## src/rtl/reto_line_printer_pkg.sv

```systemverilog
// Shared constants for the thermal line printer: UART timing, print FSM
// encoding and the stepper full-step phase table.
package reto_line_printer_pkg;

  localparam int unsigned DEF_CLK_HZ = 50_000_000;
  localparam int unsigned DEF_BAUD   = 9600;
  localparam int unsigned BIT_PERIOD = DEF_CLK_HZ / DEF_BAUD;
  localparam int unsigned HALF_BIT   = BIT_PERIOD / 2;

  localparam logic [2:0] ST_IDLE   = 3'd0;
  localparam logic [2:0] ST_SHIFT  = 3'd1;
  localparam logic [2:0] ST_LATCH  = 3'd2;
  localparam logic [2:0] ST_STROBE = 3'd3;
  localparam logic [2:0] ST_FEED   = 3'd4;

  // Coil order is {INA, INB, INA2, INB2}
  typedef logic [3:0] coil_t;

  function automatic int unsigned calc_bit_period(input int unsigned clk_hz,
                                                  input int unsigned baud);
    return clk_hz / baud;
  endfunction

  function automatic int unsigned max2(input int unsigned a, input int unsigned b);
    return (a > b) ? a : b;
  endfunction

  function automatic coil_t step_coils(input logic [1:0] phase);
    coil_t c;
    case (phase)
      2'd0:    c = 4'b1100;
      2'd1:    c = 4'b0110;
      2'd2:    c = 4'b0011;
      default: c = 4'b1001;
    endcase
    return c;
  endfunction

endpackage

```

## src/rtl/reto_line_printer_if.sv

```systemverilog
// Board-side pins of the line printer: UART input, head and stepper outputs.
interface reto_line_printer_if;

  logic Rx;
  logic DO;
  logic CLKimpr;
  logic LAT;
  logic STB;
  logic INA;
  logic INB;
  logic INA2;
  logic INB2;
  logic overflow;

  modport master (input Rx,
                  output DO, CLKimpr, LAT, STB, INA, INB, INA2, INB2, overflow);

  modport slave  (output Rx,
                  input DO, CLKimpr, LAT, STB, INA, INB, INA2, INB2, overflow);

endinterface

```

## src/rtl/reto_uart_rx.sv

```systemverilog
// 8N1 UART receiver: 2-FF synchronizer, mid-bit sampling, start glitch
// rejection and framing check. Emits a one-cycle byte_valid per good byte.
module reto_uart_rx
  import reto_line_printer_pkg::*;
#(
  parameter int unsigned BIT_CYC  = BIT_PERIOD,
  parameter int unsigned HALF_CYC = HALF_BIT
) (
  input  logic       clk,
  input  logic       rst,
  input  logic       rx,
  output logic       byte_valid,
  output logic [7:0] data_out
);

  localparam int unsigned CNT_W = $clog2(BIT_CYC);
  localparam logic [CNT_W-1:0] BIT_LAST  = CNT_W'(BIT_CYC - 1);
  localparam logic [CNT_W-1:0] HALF_LAST = CNT_W'(HALF_CYC - 1);

  localparam logic [1:0] RX_IDLE  = 2'd0;
  localparam logic [1:0] RX_START = 2'd1;
  localparam logic [1:0] RX_DATA  = 2'd2;
  localparam logic [1:0] RX_STOP  = 2'd3;

  logic             rx_meta, rx_sync, rx_prev;
  logic [1:0]       state;
  logic [CNT_W-1:0] cnt;
  logic [2:0]       bit_idx;
  logic [7:0]       shift;

  always_ff @(posedge clk) begin
    if (rst) begin
      rx_meta    <= 1'b1;
      rx_sync    <= 1'b1;
      rx_prev    <= 1'b1;
      state      <= RX_IDLE;
      cnt        <= '0;
      bit_idx    <= '0;
      shift      <= '0;
      byte_valid <= 1'b0;
      data_out   <= '0;
    end else begin
      rx_meta    <= rx;
      rx_sync    <= rx_meta;
      rx_prev    <= rx_sync;
      byte_valid <= 1'b0;
      case (state)
        RX_IDLE: begin
          if (rx_prev && !rx_sync) begin
            state <= RX_START;
            cnt   <= '0;
          end
        end
        // A start bit that is already high again at mid-bit was only a glitch
        RX_START: begin
          if (cnt == HALF_LAST) begin
            cnt     <= '0;
            bit_idx <= '0;
            state   <= rx_sync ? RX_IDLE : RX_DATA;
          end else begin
            cnt <= cnt + 1'b1;
          end
        end
        RX_DATA: begin
          if (cnt == BIT_LAST) begin
            cnt     <= '0;
            shift   <= {rx_sync, shift[7:1]};
            bit_idx <= bit_idx + 1'b1;
            if (bit_idx == 3'd7) state <= RX_STOP;
          end else begin
            cnt <= cnt + 1'b1;
          end
        end
        RX_STOP: begin
          if (cnt == BIT_LAST) begin
            cnt   <= '0;
            state <= RX_IDLE;
            if (rx_sync) begin
              byte_valid <= 1'b1;
              data_out   <= shift;
            end
          end else begin
            cnt <= cnt + 1'b1;
          end
        end
        default: state <= RX_IDLE;
      endcase
    end
  end

endmodule

```

## src/rtl/reto_line_printer.sv

```systemverilog
// Thermal line printer controller: assembles UART bytes into 256-dot lines,
// shifts/latches/strobes them into the head and feeds paper one line.
module reto_line_printer
  import reto_line_printer_pkg::*;
#(
  parameter int unsigned CLK_HZ         = DEF_CLK_HZ,
  parameter int unsigned BAUD           = DEF_BAUD,
  parameter int unsigned LINE_BYTES     = 32,
  parameter int unsigned SCLK_HALF      = 25,
  parameter int unsigned LAT_CYCLES     = 50,
  parameter int unsigned STB_CYCLES     = 100_000,
  parameter int unsigned STEP_CYCLES    = 100_000,
  parameter int unsigned STEPS_PER_LINE = 4
) (
  input logic                 CLK,
  input logic                 RST,
  reto_line_printer_if.master bus
);

  localparam int unsigned RX_BIT    = calc_bit_period(CLK_HZ, BAUD);
  localparam int unsigned LINE_BITS = LINE_BYTES * 8;
  localparam int unsigned TIMER_MAX = max2(max2(STB_CYCLES, STEP_CYCLES),
                                           max2(2 * SCLK_HALF, LAT_CYCLES));
  localparam int unsigned CW = $clog2(LINE_BYTES);
  localparam int unsigned BW = $clog2(LINE_BITS);
  localparam int unsigned SW = $clog2(STEPS_PER_LINE + 1);
  localparam int unsigned TW = $clog2(TIMER_MAX);

  localparam logic [CW-1:0] BYTE_LAST  = CW'(LINE_BYTES - 1);
  localparam logic [BW-1:0] BITS_LAST  = BW'(LINE_BITS - 1);
  localparam logic [SW-1:0] STEPS_LAST = SW'(STEPS_PER_LINE - 1);
  localparam logic [TW-1:0] SCLK_RISE  = TW'(SCLK_HALF - 1);
  localparam logic [TW-1:0] SCLK_END   = TW'(2 * SCLK_HALF - 1);
  localparam logic [TW-1:0] LAT_LAST   = TW'(LAT_CYCLES - 1);
  localparam logic [TW-1:0] STB_LAST   = TW'(STB_CYCLES - 1);
  localparam logic [TW-1:0] STEP_LAST  = TW'(STEP_CYCLES - 1);

  logic                 byte_valid;
  logic [7:0]           rx_byte;
  logic [7:0]           line_mem [LINE_BYTES];
  logic [LINE_BITS-1:0] line_next;
  logic [LINE_BITS-1:0] shreg;
  logic [CW-1:0]        count;
  logic                 line_done;
  logic                 overflow;
  logic [2:0]           state;
  logic [TW-1:0]        timer;
  logic [BW-1:0]        bit_cnt;
  logic [SW-1:0]        step_cnt;
  logic [1:0]           phase;
  logic                 do_q, sclk_q, lat_q, stb_q;
  coil_t                coils;

  reto_uart_rx #(
    .BIT_CYC  (RX_BIT),
    .HALF_CYC (RX_BIT / 2)
  ) u_rx (
    .clk        (CLK),
    .rst        (RST),
    .rx         (bus.Rx),
    .byte_valid (byte_valid),
    .data_out   (rx_byte)
  );

  always_ff @(posedge CLK) begin
    if (byte_valid) line_mem[count] <= rx_byte;
  end

  // Full line including the byte arriving this cycle, byte 0 in the MSBs
  always_comb begin
    line_next = '0;
    for (int i = 0; i < int'(LINE_BYTES); i++) begin
      line_next[(LINE_BYTES - 1 - i) * 8 +: 8] = (CW'(i) == count) ? rx_byte : line_mem[i];
    end
  end

  assign line_done = byte_valid && (count == BYTE_LAST);

  always_ff @(posedge CLK) begin
    if (RST) begin
      count    <= '0;
      overflow <= 1'b0;
      state    <= ST_IDLE;
      timer    <= '0;
      bit_cnt  <= '0;
      step_cnt <= '0;
      phase    <= '0;
      shreg    <= '0;
      do_q     <= 1'b0;
      sclk_q   <= 1'b0;
      lat_q    <= 1'b1;
      stb_q    <= 1'b0;
      coils    <= '0;
    end else begin
      if (byte_valid) count <= (count == BYTE_LAST) ? '0 : count + 1'b1;
      if (line_done && state != ST_IDLE) overflow <= 1'b1;
      case (state)
        ST_IDLE: begin
          if (line_done) begin
            do_q    <= line_next[LINE_BITS-1];
            shreg   <= line_next << 1;
            timer   <= '0;
            bit_cnt <= '0;
            state   <= ST_SHIFT;
          end
        end
        // DO is only ever changed together with the falling shift clock
        ST_SHIFT: begin
          if (timer == SCLK_RISE) begin
            sclk_q <= 1'b1;
            timer  <= timer + 1'b1;
          end else if (timer == SCLK_END) begin
            sclk_q <= 1'b0;
            timer  <= '0;
            if (bit_cnt == BITS_LAST) begin
              do_q  <= 1'b0;
              lat_q <= 1'b0;
              state <= ST_LATCH;
            end else begin
              do_q    <= shreg[LINE_BITS-1];
              shreg   <= shreg << 1;
              bit_cnt <= bit_cnt + 1'b1;
            end
          end else begin
            timer <= timer + 1'b1;
          end
        end
        ST_LATCH: begin
          if (timer == LAT_LAST) begin
            timer <= '0;
            lat_q <= 1'b1;
            stb_q <= 1'b1;
            state <= ST_STROBE;
          end else begin
            timer <= timer + 1'b1;
          end
        end
        ST_STROBE: begin
          if (timer == STB_LAST) begin
            timer    <= '0;
            stb_q    <= 1'b0;
            coils    <= step_coils(phase);
            step_cnt <= '0;
            state    <= ST_FEED;
          end else begin
            timer <= timer + 1'b1;
          end
        end
        // Phase keeps advancing across lines; coils de-energize between lines
        ST_FEED: begin
          if (timer == STEP_LAST) begin
            timer <= '0;
            phase <= phase + 2'd1;
            if (step_cnt == STEPS_LAST) begin
              coils <= '0;
              state <= ST_IDLE;
            end else begin
              step_cnt <= step_cnt + 1'b1;
              coils    <= step_coils(phase + 2'd1);
            end
          end else begin
            timer <= timer + 1'b1;
          end
        end
        default: state <= ST_IDLE;
      endcase
    end
  end

  assign bus.DO       = do_q;
  assign bus.CLKimpr  = sclk_q;
  assign bus.LAT      = lat_q;
  assign bus.STB      = stb_q;
  assign bus.overflow = overflow;
  assign {bus.INA, bus.INB, bus.INA2, bus.INB2} = coils;

endmodule

```

## src/flat_wrapper.sv

```systemverilog
// flat-port wrapper written by rule: the top's interface ports become plain ports
module reto_line_printer_flat import reto_line_printer_pkg::*;
#(
  parameter int unsigned CLK_HZ         = DEF_CLK_HZ,
  parameter int unsigned BAUD           = DEF_BAUD,
  parameter int unsigned LINE_BYTES     = 32,
  parameter int unsigned SCLK_HALF      = 25,
  parameter int unsigned LAT_CYCLES     = 50,
  parameter int unsigned STB_CYCLES     = 100_000,
  parameter int unsigned STEP_CYCLES    = 100_000,
  parameter int unsigned STEPS_PER_LINE = 4
)
  (CLK, RST, bus_Rx, bus_DO, bus_CLKimpr, bus_LAT, bus_STB, bus_INA, bus_INB, bus_INA2, bus_INB2, bus_overflow);
  reto_line_printer_if bus_i ();
  input logic CLK;
  input logic RST;
  input wire logic [$bits(bus_i.Rx)-1:0] bus_Rx;
  output wire logic [$bits(bus_i.DO)-1:0] bus_DO;
  output wire logic [$bits(bus_i.CLKimpr)-1:0] bus_CLKimpr;
  output wire logic [$bits(bus_i.LAT)-1:0] bus_LAT;
  output wire logic [$bits(bus_i.STB)-1:0] bus_STB;
  output wire logic [$bits(bus_i.INA)-1:0] bus_INA;
  output wire logic [$bits(bus_i.INB)-1:0] bus_INB;
  output wire logic [$bits(bus_i.INA2)-1:0] bus_INA2;
  output wire logic [$bits(bus_i.INB2)-1:0] bus_INB2;
  output wire logic [$bits(bus_i.overflow)-1:0] bus_overflow;
  assign bus_i.Rx = bus_Rx;
  assign bus_DO = bus_i.DO;
  assign bus_CLKimpr = bus_i.CLKimpr;
  assign bus_LAT = bus_i.LAT;
  assign bus_STB = bus_i.STB;
  assign bus_INA = bus_i.INA;
  assign bus_INB = bus_i.INB;
  assign bus_INA2 = bus_i.INA2;
  assign bus_INB2 = bus_i.INB2;
  assign bus_overflow = bus_i.overflow;
  reto_line_printer #(.CLK_HZ(CLK_HZ), .BAUD(BAUD), .LINE_BYTES(LINE_BYTES), .SCLK_HALF(SCLK_HALF), .LAT_CYCLES(LAT_CYCLES), .STB_CYCLES(STB_CYCLES), .STEP_CYCLES(STEP_CYCLES), .STEPS_PER_LINE(STEPS_PER_LINE)) u_core (.CLK(CLK), .RST(RST), .bus(bus_i));
endmodule
```

## config.mk

```make
export PLATFORM = sky130hd
export DESIGN_NAME = reto_line_printer_flat
export DESIGN_NICKNAME = d
export VERILOG_FILES = /design/src/rtl/reto_line_printer_pkg.sv /design/src/rtl/reto_line_printer_if.sv /design/src/rtl/reto_uart_rx.sv /design/src/rtl/reto_line_printer.sv /design/src/flat_wrapper.sv
export SDC_FILE = /design/constraint.sdc
export NUM_CORES = 1
export LEC_CHECK = 0
export ABC_CLOCK_PERIOD_IN_PS = 9380
export BUFFER_PORTS_ARGS = -buffer_cell sky130_fd_sc_hd__clkbuf_2
export CAP_MARGIN = 20
export CORE_ASPECT_RATIO = 1.1
export CORE_MARGIN = 5
export CORE_UTILIZATION = 35
export CTS_BUF_LIST = sky130_fd_sc_hd__clkbuf_16
export DETAILED_ROUTE_END_ITERATION = 8
export PLACE_DENSITY = 0.51
export SLEW_MARGIN = 10
export SYNTH_ARGS = -nofsm -noshare
export SYNTH_HDL_FRONTEND = slang
export SYNTH_SLANG_ARGS = --single-unit
```

## constraint.sdc

```tcl
create_clock -name CLK -period 9.38 [get_ports CLK]
set_input_delay 0 -clock CLK [delete_from_list [all_inputs] [get_ports CLK]]
set_output_delay 0 -clock CLK [all_outputs]
set_load 0.005 [all_outputs]
```

## Word-level counts from Yosys, hierarchy flattened

Memories as Yosys holds them, arrays and structs flattened.
Cells that the tools add are included.

- RAM bits: 256
- Input bits: 3
- Output and inout port bits: 9
- Register bits: 341
- Logic and storage cells: 230
- Memories kept: 1

Memories:

| memory | words | bits a word | rd ports | clocked after Yosys merged registers in | write ports | RTL line | source |
|---|---|---|---|---|---|---|---|
| u_core.line_mem | 32 | 8 | 32 | 0 | 1 | reto_line_printer.sv:40 | `logic [7:0] line_mem [LINE_BYTES];` |

- Reductions and logical operators: 34
- Bitwise gates (word level): 2
- Equal/unequal tests: 66
- Muxes and demuxes: 98
- Add/subtract/negate cells: 7

Operators by type and width:

| cell | count |
|---|---|
| 2-to-1 mux 256 bit | 4 |
| case mux 256 bit (2 select lines) | 1 |
| 2-to-1 mux 8 bit | 36 |
| equality test 5 bit (first input constant) | 16 |
| 2-to-1 mux 17 bit | 4 |
| case mux 17 bit (4 select lines) | 1 |
| equality test 4 x 5 -> 1 bit (first input constant) | 8 |
| 2-to-1 mux 13 bit | 3 |
| 2-to-1 mux 3 bit | 13 |
| case mux 13 bit (3 select lines) | 1 |
| case mux 4 bit (3 select lines) | 2 |
| equality test 3 x 5 -> 1 bit (first input constant) | 4 |
| adder 17 x 1 -> 17 bit (second input constant) | 1 |
| equality test 17 bit (second input constant) | 1 |
| equality test 17 x 5 -> 1 bit (second input constant) | 1 |
| equality test 17 x 6 -> 1 bit (second input constant) | 1 |
| inequality test 2 bit (second input constant) | 8 |
| case mux 8 bit (2 select lines) | 1 |
| case mux 3 bit (5 select lines) | 1 |
| AND reduction 5 bit | 3 |
| 2-to-1 mux 1 bit | 14 |
| inequality test 2 x 1 -> 1 bit (second input constant) | 7 |
| adder 13 x 1 -> 13 bit (second input constant) | 1 |
| equality test 13 x 12 -> 1 bit (second input constant) | 1 |
| 36 further kinds | 74 |

## Depth between registers and ports, before layout

Gate-level depths: netlist of the first run.

- Depth in word-level cells: 6
- Depth in mapped cells: 12

## Cells and area by module

From an unflattened synthesis of the first run, not the netlist that was laid out.

- Cell total of the unflattened synthesis: 2575
- Area total of the unflattened synthesis: 26057.5 um2

By module, submodules not included:

| module | cells an instance | area each (um2) | sequential area each (um2) | instances |
|---|---|---|---|---|
| reto_line_printer | 2367 | 24283.3 | 13703.1 | 1 |
| reto_uart_rx | 208 | 1774.2 | 760.7 | 1 |

## Worst setup path after synthesis of the first run

No wires, ideal clock.

- Kind: flip-flop to flip-flop
- From: reg u_core.count[2]
- To: reg u_core.timer[16]
- Data required time: 9245 ps
- Setup time: 135 ps
- Arrival: 2929 ps
- Slack: 6317 ps
- Stages on the path, launching flop included: 11
- Path through: dfxtp_1 clkbuf_1 clkbuf_1 and3_1 ha_1 buf_2 nand2_1 a2111oi_0 nor4b_1 xnor2_1 nor2_1

- Word-level cells in the longest chain between the ends: 4

RTL lines:

| what | RTL line | source |
|---|---|---|
| start: declaration | reto_line_printer.sv:43 | `logic [CW-1:0] count;` |
| start signal: assignment | reto_line_printer.sv:95 | `if (byte_valid) count <= (count == BYTE_LAST) ? '0 : count + 1'b1;` |
| equality test 5 bit | reto_line_printer.sv:77 | `assign line_done = byte_valid && (count == BYTE_LAST);` |
| logical AND 1 bit | reto_line_printer.sv:77 |  |
| inequality test 2 x 1 -> 1 bit (no line) | n/a |  |
| AND reduction 2 bit (no line) | n/a |  |
| end signal: assignment | reto_line_printer.sv:111 | `timer <= timer + 1'b1;` |
| end signal: assignment | reto_line_printer.sv:125 | `timer <= timer + 1'b1;` |
| end signal: assignment | reto_line_printer.sv:135 | `timer <= timer + 1'b1;` |
| end: declaration | reto_line_printer.sv:47 | `logic [TW-1:0] timer;` |

Every way passes these cells.
A chain may end at the register's enable or synchronous reset.

## Final worst setup path of the first run

- From: reg u_core.count[0]
- To: reg u_core.shreg[53]

- Word-level cells in the longest chain between the ends: 4
- Elaborated cells on any way between the ends: 8
- Classes of those cells: 3 x eq/ne; 3 x mux; 2 x reduce/logical

RTL lines:

| what | RTL line | source |
|---|---|---|
| equality test 5 bit (on tied branches) | reto_line_printer.sv:73, reto_line_printer.sv:77 |  |
| 2-to-1 mux 8 bit / logical AND 1 bit (equally long branches) | reto_line_printer.sv:73, reto_line_printer.sv:77 |  |
| 2-to-1 mux 256 bit / inequality test 2 x 1 -> 1 bit (equally long branches) | n/a |  |
| case mux 256 bit (2 select lines) / AND reduction 5 bit (equally long branches) | n/a |  |
| end signal: assignment | reto_line_printer.sv:101 | `shreg <= line_next << 1;` |
| end signal: assignment | reto_line_printer.sv:121 | `shreg <= shreg << 1;` |
| end: declaration | reto_line_printer.sv:42 | `logic [LINE_BITS-1:0] shreg;` |

Parallel ways exist; a longest one is shown, timed or not. The select of a mux whose other input is x is not followed.

==> impl_metrics.csv, run 1 <==
group,metric,value,unit
clocking,cts_tree,"built",
route,vias,19956,
route,wire_per_inst,19.0,um
floorplanning,core,76000,um2
setup_path,arrival,5.15,ns
floorplanning,dieArea,82200,um2
synth,synthTopCellsByCount,"dfxtp_1 (340), a21oi_1 (295), nand2_1 (294), o21ai_0 (271), mux2i_1 (265)",
synth,synth_nets,2651,
floorplanning,rows,106,
global_route,grt_first_pass_wirelength,109000,um
placed_design,hpwlAfterDp,31900,um
timing,min_period_over_period,49.5,%
layout,post-route-util,38.9,%
timing,slew_viol_final,155,
clocking,cts_buffers,68,
timing,setup_viol_count_final,0,
timing,relSlewSlack,-12.6,%
synth,ys_types,62,
clocking,clock_latency,0.58,ns
placed_design,io_buffer_count,11,
setup_path,start_kind,"flop",
synth,synth_top_area_share,28.6,%
min_path,min_path_type,"in -> reg",
status,violations,"max-slew violations",
power_and_ir_drop,irDropWorstVdd,93.1,uV
setup_path,crit_family,"buffers and inverters",
clocking,cts.clk_slew.worst_paths,0.06,ns
route,drcViolationCount,0,
synth,async_reset_ff_share,0,%
global_route,grt_pass1_vias,19762,
flow_run,drv_cap,0,
power_and_ir_drop,p_leak,0.0104,uW
floorplanning,start_util,35.3,%
setup_path,cp_max_fo,89,
global_route,overflow,0,
setup_path,slowest_delay,0.94,ns
synth,ys_top_cells_by_area,"edfxtp_1 (29%), dfxtp_1 (25%), mux2i_1 (9.9%), o2111ai_1 (8.3%), a21oi_1 (5.5%)",
clocking,cts.path.max_buffers,3,
setup_path,cp_cell_sequence,"ha_1 > and3_1 > ha_1 > and2_1 > nand2_1 > o31ai_4 > buf_4 > buf_4 > o2111ai_1 > a21oi_1",
clocking,post-cts-setup-buffer-count,0,
route,antenna_left,0,
route,vias_per_cell,5.65,
floorplanning,die-width,274,um
synth,synth_ff_type,"dfxtp_1",
setup_path,worstPathBufferInverterCount,2,
clocking,clkSinkCount,595,
global_route,grt_max_degree,268,
synth,synth_cells,2629,
synth,yosysMostFrequentCell,"dfxtp_1",
layout,drive_gt1_share,7.13,%
route,drt-initial-drc-count,1384,
synth,yosysSeqAreaShare,54.0,%
timing,finalHoldViolations,0,
route,first_pass_iters,5,
synth,synth_edf_count,255,
status,status,"finished, violations left",
global_route,antenna_found_initial,0,
layout,syn_to_final_growth,10.3,%
layout,fin_nets,2480,
synth,netlist_area,26800,um2
timing,max_freq,215,MHz
clocking,ctsResizeCount,0,
setup_path,slowest_stage,"buf_4",
clocking,cts-root-buf,"clkbuf_16",
floorplanning,ioPinCount,12,
setup_path,cp.required,9.88,ns
synth,yosys_warnings,0,
floorplanning,die_y,300,um
placed_design,placed_area,27500,um2
timing,worstMarginPinSlew,1.69,ns
timing,hold_slack,0.170,ns
placed_design,placedCellCount,3410,
global_route,grt_usage,15.9,%
timing,skew,0.0188,ns
setup_path,crit_path_end_kind,"flop",
timing,rsz0062_at_grt,"false",
synth,syn_area_per_cell,10.2,um2
layout,final_area,29600,um2
route,drt_wl_total,67000,um
timing,final.setup.tns,0,ns
setup_path,crit_type,"reg -> reg",
synth,synth_largest_area_cell,"edfxtp_1",
layout,diodes,0,
synth,synth-seq-cells,595,
placed_design,place.gp.congestion,0.748,
layout,stdcell_count,3535,
clocking,h-tree-depth,3,
power_and_ir_drop,power_density,174,nW/um2
timing,layout_min_cycle_time,4.65,ns
-- final timing paths --
path | start | to | slack [ns] | depth (start not counted)
max reg2reg | u_core.count[0]$_SDFFE_PP0P_ | u_core.shreg[53]$_SDFFE_PP0P_ | 4.73 | 10
max | u_core.count[0]$_SDFFE_PP0P_ | u_core.shreg[53]$_SDFFE_PP0P_ | 4.73 | 10
min | bus_Rx | u_core.u_rx.rx_meta$_SDFF_PP1_ | 0.17 | 3
min reg2reg | u_core.u_rx.rx_meta$_SDFF_PP1_ | u_core.u_rx.rx_sync$_SDFF_PP1_ | 0.43 | 1
-- timing repair --
action / in CTS / in global routing
endpoints found under the hold margin: 81 / 0
setup endpoints to repair: 0 / 0
hold buffers: 2 / 0
-- area by class of cell --
type	instances	area, um2
Multi-Input combinational cell	1717	11200
Inverter	18	67.6
Timing Repair Buffer	58	488
Sequential cell	595	14500
Tap cell	1026	1280
Clock inverter	50	235
Fill cell	7377	46400
Clock buffer	71	1780
-- sequential cells by signal (all words and copies together) (netlist names), 2 cells and up, named ones only --
name and count:
u_core.line_mem 255, u_core.state 3, u_core.timer 17, u_core.u_rx.bit_idx 3, u_core.u_rx.shift 8, u_core.bit_cnt 8
u_core.u_rx.cnt 13, u_core.step_cnt 3, u_core.phase 2, u_core.shreg 255, u_core.u_rx.data_out 8, u_core.count 5
u_core.coils 4
-- through the flow --
stage | setup slack [ns] | power [uW]
2_1_floorplan | 6.32 | 2770
3_3_place_gp | 4.95 | 2780
3_5_place_dp | 4.82 | 2780
4_1_cts | 4.80 | 5230
5_1_grt | 4.44 | 5340
6_report | 4.73 | 5150
-- logic make-up after synthesis --
kind of cell / after synthesis / synth area share (%)
muxes: 267 / 9.98
buffers and inverters: 317 / 4.60
xor gates and xnor gates: 14 / 0.458
adders and majority gates: 19 / 0.887
DFF: 595 / 54.0
and+or+nand+nor: 540 / 9.58
AOI/OAI and AO/OA: 877 / 20.5
-- cell usage in the layout, fill, tap and decap left out, drive strengths merged, types with 6 or more instances in the layout --
cell     instances
nand2          294
mux2i          265
a31oi           11
nor3            16
ha              19
nor4             6
o2111ai        254
a21oi          295
nor2            71
or4              6
or2              6
o21ai          273
xnor2           11
clkbuf          81
nand4b          13
and3            10
buf             46
nand4            7
and2            25
or3              6
nand3           35
nor4b            7
dfxtp          340
a22o             6
edfxtp         255
clkinv          25
nor4bb          13
o31ai            8
inv             41
-- per-layer routing --
| metal | routed length [um] | part of all wire (%) | vias to the layer above | global-route usage (%) |
|---|---|---|---|---|
| met4 | 1370 | 2.0 | 0 | 5.23 |
| met3 | 2510 | 3.7 | 94 | 2.23 |
| met1 | 31200 | 46 | 9888 | 20.9 |
| li1 | - | - | 9599 | - |
| met2 | 32000 | 48 | 375 | 26.9 |
| met5 | 0 | 0 | - | 0 |
-- where the power goes --
part | switching, uW | leakage, uW | internal (uW)
clock | 1040 | 0.00107 | 1390
combinational | 35.0 | 0.00421 | 8.00
sequential | 2.56 | 0.00510 | 2680
-- worst reg2reg max path, delay by kind of cell, from the launching register on --
family | cells | cell delay (ns)
adders and majority gates | 2 | 1.03
buffers and inverters | 2 | 1.69
AOI/OAI and AO/OA | 3 | 0.73
DFF | 1 | 0.41
and+or+nand+nor | 3 | 0.72
Power figures use the tool's default switching activity.
==> run 2, diff against run 1 <==
--- a/config.mk
+++ b/config.mk
@@ -5,7 +5,7 @@
 export SDC_FILE = /design/constraint.sdc
 export NUM_CORES = 1
 export LEC_CHECK = 0
-export ABC_CLOCK_PERIOD_IN_PS = 9380
+export ABC_CLOCK_PERIOD_IN_PS = 4540
 export BUFFER_PORTS_ARGS = -buffer_cell sky130_fd_sc_hd__clkbuf_2
 export CAP_MARGIN = 20
 export CORE_ASPECT_RATIO = 1.1
==> constraint.sdc (replaced) <==
create_clock -name CLK -period 4.54 [get_ports CLK]
set_input_delay 0 -clock CLK [delete_from_list [all_inputs] [get_ports CLK]]
set_output_delay 0 -clock CLK [all_outputs]
set_load 0.005 [all_outputs]
==> run 2 against run 1 <==
Net effect: the flow now finishes without violations; worst setup slack worse by 3.3 ns; power increased by 120%; fmax rose by 48%; sequential share of layout area down 0.66 points; via count rose by 0.14%; design area is 1.4% higher; global-route usage increased by 0.089 points; clock power rose by 130%; final cell count grew 0.48%; clock skew is 0.0035 ns higher; highest routed layer unchanged.
==> impl_metrics.csv, run 2 (synthesis gave the netlist of run 1 again) <==
group,metric,value,unit
route,routed.top_layer,"met4",
global_route,grt_max_degree,234,
layout,syn_to_final_growth,11.8,%
floorplanning,ioPinCount,12,
floorplanning,core,76000,um2
clocking,cts.clk_slew.worst_paths,0.06,ns
global_route,overflow,0,
timing,slew_viol_final,0,
global_route,antenna_found_initial,0,
route,vias,19984,
setup_path,start_kind,"flop",
clocking,cts.path.max_buffers,3,
timing,finalHoldViolations,0,
placed_design,place.gp.congestion,0.737,
clocking,clock_latency,0.61,ns
power_and_ir_drop,power_density,372,nW/um2
timing,worstMarginPinSlew,1.16,ns
timing,relSlewSlack,22.8,%
route,met2_wirelength,32200,um
floorplanning,die-width,274,um
setup_path,cp.required,4.98,ns
layout,layout_common_cells,"dfxtp_1 (332), a21oi_1 (295), nand2_1 (294)",
min_path,min_path_type,"in -> reg",
setup_path,r2r_slack,1.40,ns
timing,final.setup.tns,0,ns
route,vias_per_cell,5.63,
timing,hold_slack,0.145,ns
floorplanning,dieArea,82200,um2
timing,skew,0.0223,ns
clocking,cts-root-buf,"clkbuf_16",
timing,min_period_over_period,69.2,%
floorplanning,start_util,35.3,%
route,drt-initial-drc-count,1501,
status,status,"completed",
placed_design,hpwlAfterDp,34500,um
timing,setup_viol_count_final,0,
setup_path,crit_path_end_kind,"flop",
global_route,grt_usage,16.0,%
clocking,clkSinkCount,595,
route,wire_per_inst,18.9,um
route,first_pass_iters,5,
layout,fin_nets,2492,
layout,fill_cells,7249,
global_route,grt_pass1_vias,19552,
layout,drive_gt1_share,8.20,%
clocking,cts_tree,"built",
route,drcViolationCount,0,
layout,post-route-util,39.4,%
floorplanning,rows,106,
timing,layout_min_cycle_time,3.14,ns
floorplanning,die_y,300,um
route,antenna_left,0,
power_and_ir_drop,p_leak,0.0106,uW
placed_design,io_buffer_count,11,
flow_run,drv_cap,0,
timing,rsz0062_at_grt,"false",
layout,top_regs,"u_core.line_mem x255, u_core.shreg x255, u_core.timer x17",
timing,max_freq,318,MHz
route,drt_wl_total,67100,um
route,wl_met3,2450,um
setup_path,cp_max_fo,233,
route,route.layer.met1.wl,31300,um
clocking,post-cts-setup-buffer-count,0,
layout,final_common_cell,"dfxtp_1",
power_and_ir_drop,irDropWorstVdd,215,uV
global_route,grt_first_pass_wirelength,109000,um
setup_path,arrival,3.58,ns
clocking,cts_buffers,68,
clocking,h-tree-depth,3,
setup_path,crit_type,"reg -> reg",
## run 2: changes by cell type in the layout (fill, tap and decap cells not counted), sizes merged
cell,change
buf,+11
diode,+1
inv,-1
bufinv,+8
clkbuf,-2
## run 2: critical path: stages, from the launching register on
cell	delay [ns]
dfxtp_1	0.52
or3b_4	0.36
buf_12	0.62
buf_4	0.79
nand2_1	0.11
o2111ai_1	0.12
a21oi_1	0.10
## run 2: repair_timing
| action | in CTS | in global routing |
|---|---|---|
| resized for setup | 0 | 0 |
| setup endpoints to repair | 0 | 0 |
| hold buffers | 2 | 0 |
| endpoints found under the hold margin | 61 | 0 |
## run 2: area by class of cell
type / instances / area [um2] / area share (%)
diodes: 1 / 2.50 / 0.00835
clock buffers: 68 / 1700 / 5.68
clock inverters: 57 / 558 / 1.86
inverters: 18 / 67.6 / 0.225
multi-input cells: 1717 / 11200 / 37.5
flip-flops and latches: 595 / 14500 / 48.3
well taps: 1026 / 1280 / 4.28
repair buffers: 70 / 654 / 2.18
## run 2: per-layer routing
metal  global-route usage [%]  vias to the layer above
met5                        0                        -
met4                     4.32                        0
met3                     2.55                       93
met2                     27.0                      356
met1                     21.3                     9908
li1                         -                     9627
## run 2: final timing paths
| path | from | endpoint | depth (start not counted) |
|---|---|---|---|
| hold reg to reg | u_core.u_rx.rx_meta$_SDFF_PP1_ | u_core.u_rx.rx_sync$_SDFF_PP1_ | 1 |
| setup / recovery | u_core.state[2]$_SDFFE_PP0P_ | u_core.shreg[160]$_SDFFE_PP0P_ | 6 |
| hold / removal | bus_Rx | u_core.u_rx.rx_meta$_SDFF_PP1_ | 3 |
| setup reg to reg | u_core.state[2]$_SDFFE_PP0P_ | u_core.shreg[160]$_SDFFE_PP0P_ | 6 |
## run 2: through the flow
stage,worst slack (ns),instance area [um2],std cells,total power (uW)
2_1_floorplan,1.48,26800,2629,5720
3_3_place_gp,1.51,27600,3420,5740
3_5_place_dp,1.50,27700,3423,5750
4_1_cts,1.49,30000,3550,11300
5_1_grt,1.19,30000,3551,11600
6_report,1.40,30000,3552,11200
## run 2: report_power, final
part | internal (uW) | switching, uW
logic | 16.1 | 73.3
registers | 5540 | 5.65
clock network | 3270 | 2250
total | 8830 | 2330
==> run 3, diff against run 2 <==
--- a/config.mk
+++ b/config.mk
@@ -5,7 +5,7 @@
 export SDC_FILE = /design/constraint.sdc
 export NUM_CORES = 1
 export LEC_CHECK = 0
-export ABC_CLOCK_PERIOD_IN_PS = 4540
+export ABC_CLOCK_PERIOD_IN_PS = 3000
 export BUFFER_PORTS_ARGS = -buffer_cell sky130_fd_sc_hd__clkbuf_2
 export CAP_MARGIN = 20
 export CORE_ASPECT_RATIO = 1.1
==> constraint.sdc (replaced) <==
create_clock -name CLK -period 3 [get_ports CLK]
set_input_delay 0 -clock CLK [delete_from_list [all_inputs] [get_ports CLK]]
set_output_delay 0 -clock CLK [all_outputs]
set_load 0.005 [all_outputs]
==> run 3 against run 2 <==
Net effect: non-clock buffer count increased by 34; via count increased by 1.1%; largest power group unchanged; utilization grew 0.44 points; highest routed layer unchanged; wire length rose by 2.7%; power rose by 47%; final cell count is 0.96% higher; global-route usage grew 0.46 points.
==> impl_metrics.csv, run 3 (synthesis gave the netlist of run 1 again) <==
group,metric,value,unit
route,vias,20204,
floorplanning,ioPinCount,12,
layout,diodes,0,
layout,post-route-util,39.9,%
setup_path,crit_cells,7,
placed_design,place.gp.congestion,0.731,
floorplanning,die-width,274,um
route,drcViolationCount,0,
floorplanning,die_y,300,um
setup_path,arrival,3.23,ns
setup_path,crit_path_end_kind,"flop",
placed_design,placedCellCount,3456,
floorplanning,start_util,35.3,%
setup_path,r2r_slack,0.27,ns
setup_path,slowest_stage,"nor4_1",
route,route.layer.met1.wl,32100,um
global_route,antenna_found_initial,2,
setup_path,crit_family,"simple AND/OR/NAND/NOR gates",
route,first_pass_iters,7,
setup_path,worstPathBufferInverterCount,2,
route,met2_wirelength,33500,um
timing,worstMarginPinSlew,1.14,ns
clocking,h-tree-depth,3,
clocking,cts.path.max_buffers,3,
timing,finalHoldViolations,0,
route,drt-initial-drc-count,1519,
global_route,grt_usage,16.4,%
clocking,post-cts-setup-buffer-count,0,
setup_path,worstRegToRegCells,7,
setup_path,cp_max_fo,45,
timing,fin_ws,0.272,ns
floorplanning,core,76000,um2
route,wire_per_inst,19.2,um
timing,rsz0062_at_grt,"false",
flow_run,drv_cap,0,
route,wl_met3,2310,um
clocking,cts_buffers,68,
power_and_ir_drop,p_leak,0.0108,uW
placed_design,dp_slack,0.252,ns
power_and_ir_drop,power_density,542,nW/um2
route,routed.top_layer,"met4",
global_route,grt_first_pass_wirelength,112000,um
setup_path,start_kind,"flop",
floorplanning,dieArea,82200,um2
power_and_ir_drop,irDropWorstVdd,301,uV
setup_path,cp_cell_sequence,"nor4_1 > nand4_1 > o31ai_4 > buf_12 > buf_12 > o2111ai_1 > a21oi_1",
layout,top_regs,"u_core.line_mem x255, u_core.shreg x255, u_core.timer x17",
clocking,cts_tree,"built",
layout,syn_to_final_growth,13.1,%
layout,fin_nets,2526,
placed_design,hpwlAfterDp,34700,um
status,status,"completed",
setup_path,r2r_end,"u_core.shreg[51]$_SDFFE_PP0P_",
global_route,grt_pass1_vias,20228,
floorplanning,rows,106,
clocking,cts.clk_slew.worst_paths,0.06,ns
layout,layout_common_cells,"dfxtp_1 (332), a21oi_1 (295), nand2_1 (294)",
clocking,cts-root-buf,"clkbuf_16",
timing,final.setup.tns,0,ns
layout,drive_gt1_share,9.02,%
setup_path,slowest_delay,0.51,ns
timing,hold_slack,0.371,ns
setup_path,crit_type,"reg -> reg",
setup_path,critPathCapture,"u_core.shreg[51]$_SDFFE_PP0P_",
timing,setup_viol_count_final,0,
global_route,overflow,0,
setup_path,cp.required,3.51,ns
layout,stdcell_count,3586,
clocking,clkSinkCount,595,
timing,layout_min_cycle_time,2.73,ns
setup_path,worstSetupStartpoint,"u_core.timer[6]$_SDFFE_PP0P_",
setup_path,path_common_cell,"buf_12",
timing,slew_viol_final,0,
clocking,clock_latency,0.60,ns
route,drt_wl_total,68900,um
placed_design,io_buffer_count,11,
route,vias_per_cell,5.63,
min_path,min_path_type,"in -> reg",
timing,skew,0.0218,ns
route,antenna_left,0,
global_route,grt_max_degree,208,
timing,max_freq,367,MHz
timing,relSlewSlack,24.3,%
layout,final_common_cell,"dfxtp_1",
timing,min_period_over_period,90.9,%
setup_path,r2r-start,"u_core.timer[6]$_SDFFE_PP0P_",
==> run 3: how the worst min path moves through the flow <==
stage | end | from | slack, ns | depth (start not counted)
after global placement | u_core.u_rx.rx_meta$_SDFF_PP1_ | bus_Rx | 0.20 | 2
after floorplan | u_core.u_rx.rx_meta$_SDFF_PP1_ | bus_Rx | 0.10 | 1
after global routing | u_core.u_rx.cnt[1]$_SDFFE_PP0P_ | RST | 0.38 | 3
after CTS | u_core.state[1]$_SDFFE_PP0P_ | RST | 0.34 | 3
after detailed placement | u_core.u_rx.rx_meta$_SDFF_PP1_ | bus_Rx | 0.20 | 2
final | u_core.state[1]$_SDFFE_PP0P_ | RST | 0.37 | 3
==> run 3: repair_timing <==
action,4_1_cts,5_1_grt
resized for setup,0,1
endpoints found under the setup margin,0,1
hold buffers,3,0
endpoints found under the hold margin,46,0
==> run 3: through the flow <==
stage | power, uW | instance area [um2]
after floorplan | 8660 | 26800
after global placement | 8700 | 28100
after detailed placement | 8700 | 28100
after CTS | 16700 | 30300
after global routing | 17000 | 30300
final | 16400 | 30300
==> run 3: worst reg2reg max path, delay by kind of cell, from the launching register on <==
| family | cells | cell delay, ns |
|---|---|---|
| DFF | 1 | 0.35 |
| AOI/OAI and AO/OA | 3 | 0.73 |
| buffers and inverters | 2 | 0.61 |
| and+or+nand+nor | 2 | 0.96 |
==> run 3: final cells by class <==
class,instances,area (um2)
fillers,7272,45700
flip-flops and latches,595,14500
multi-input cells,1717,11200
clock buffers,70,1750
well taps,1026,1280
repair buffers,104,1140
clock inverters,56,362
inverters,18,67.6
==> run 3: power breakdown <==
part           internal [uW]  total (uW)  switching (uW)
clock                   4570        7890            3310
sequential              8380        8390            8.60
combinational           32.2         146             113
==> run 3: metal layers <==
layer,GRT usage (%),vias up
met1,21.6,10069
met2,28.3,364
met4,4.62,0
met5,0,-
li1,-,9693
met3,2.29,78
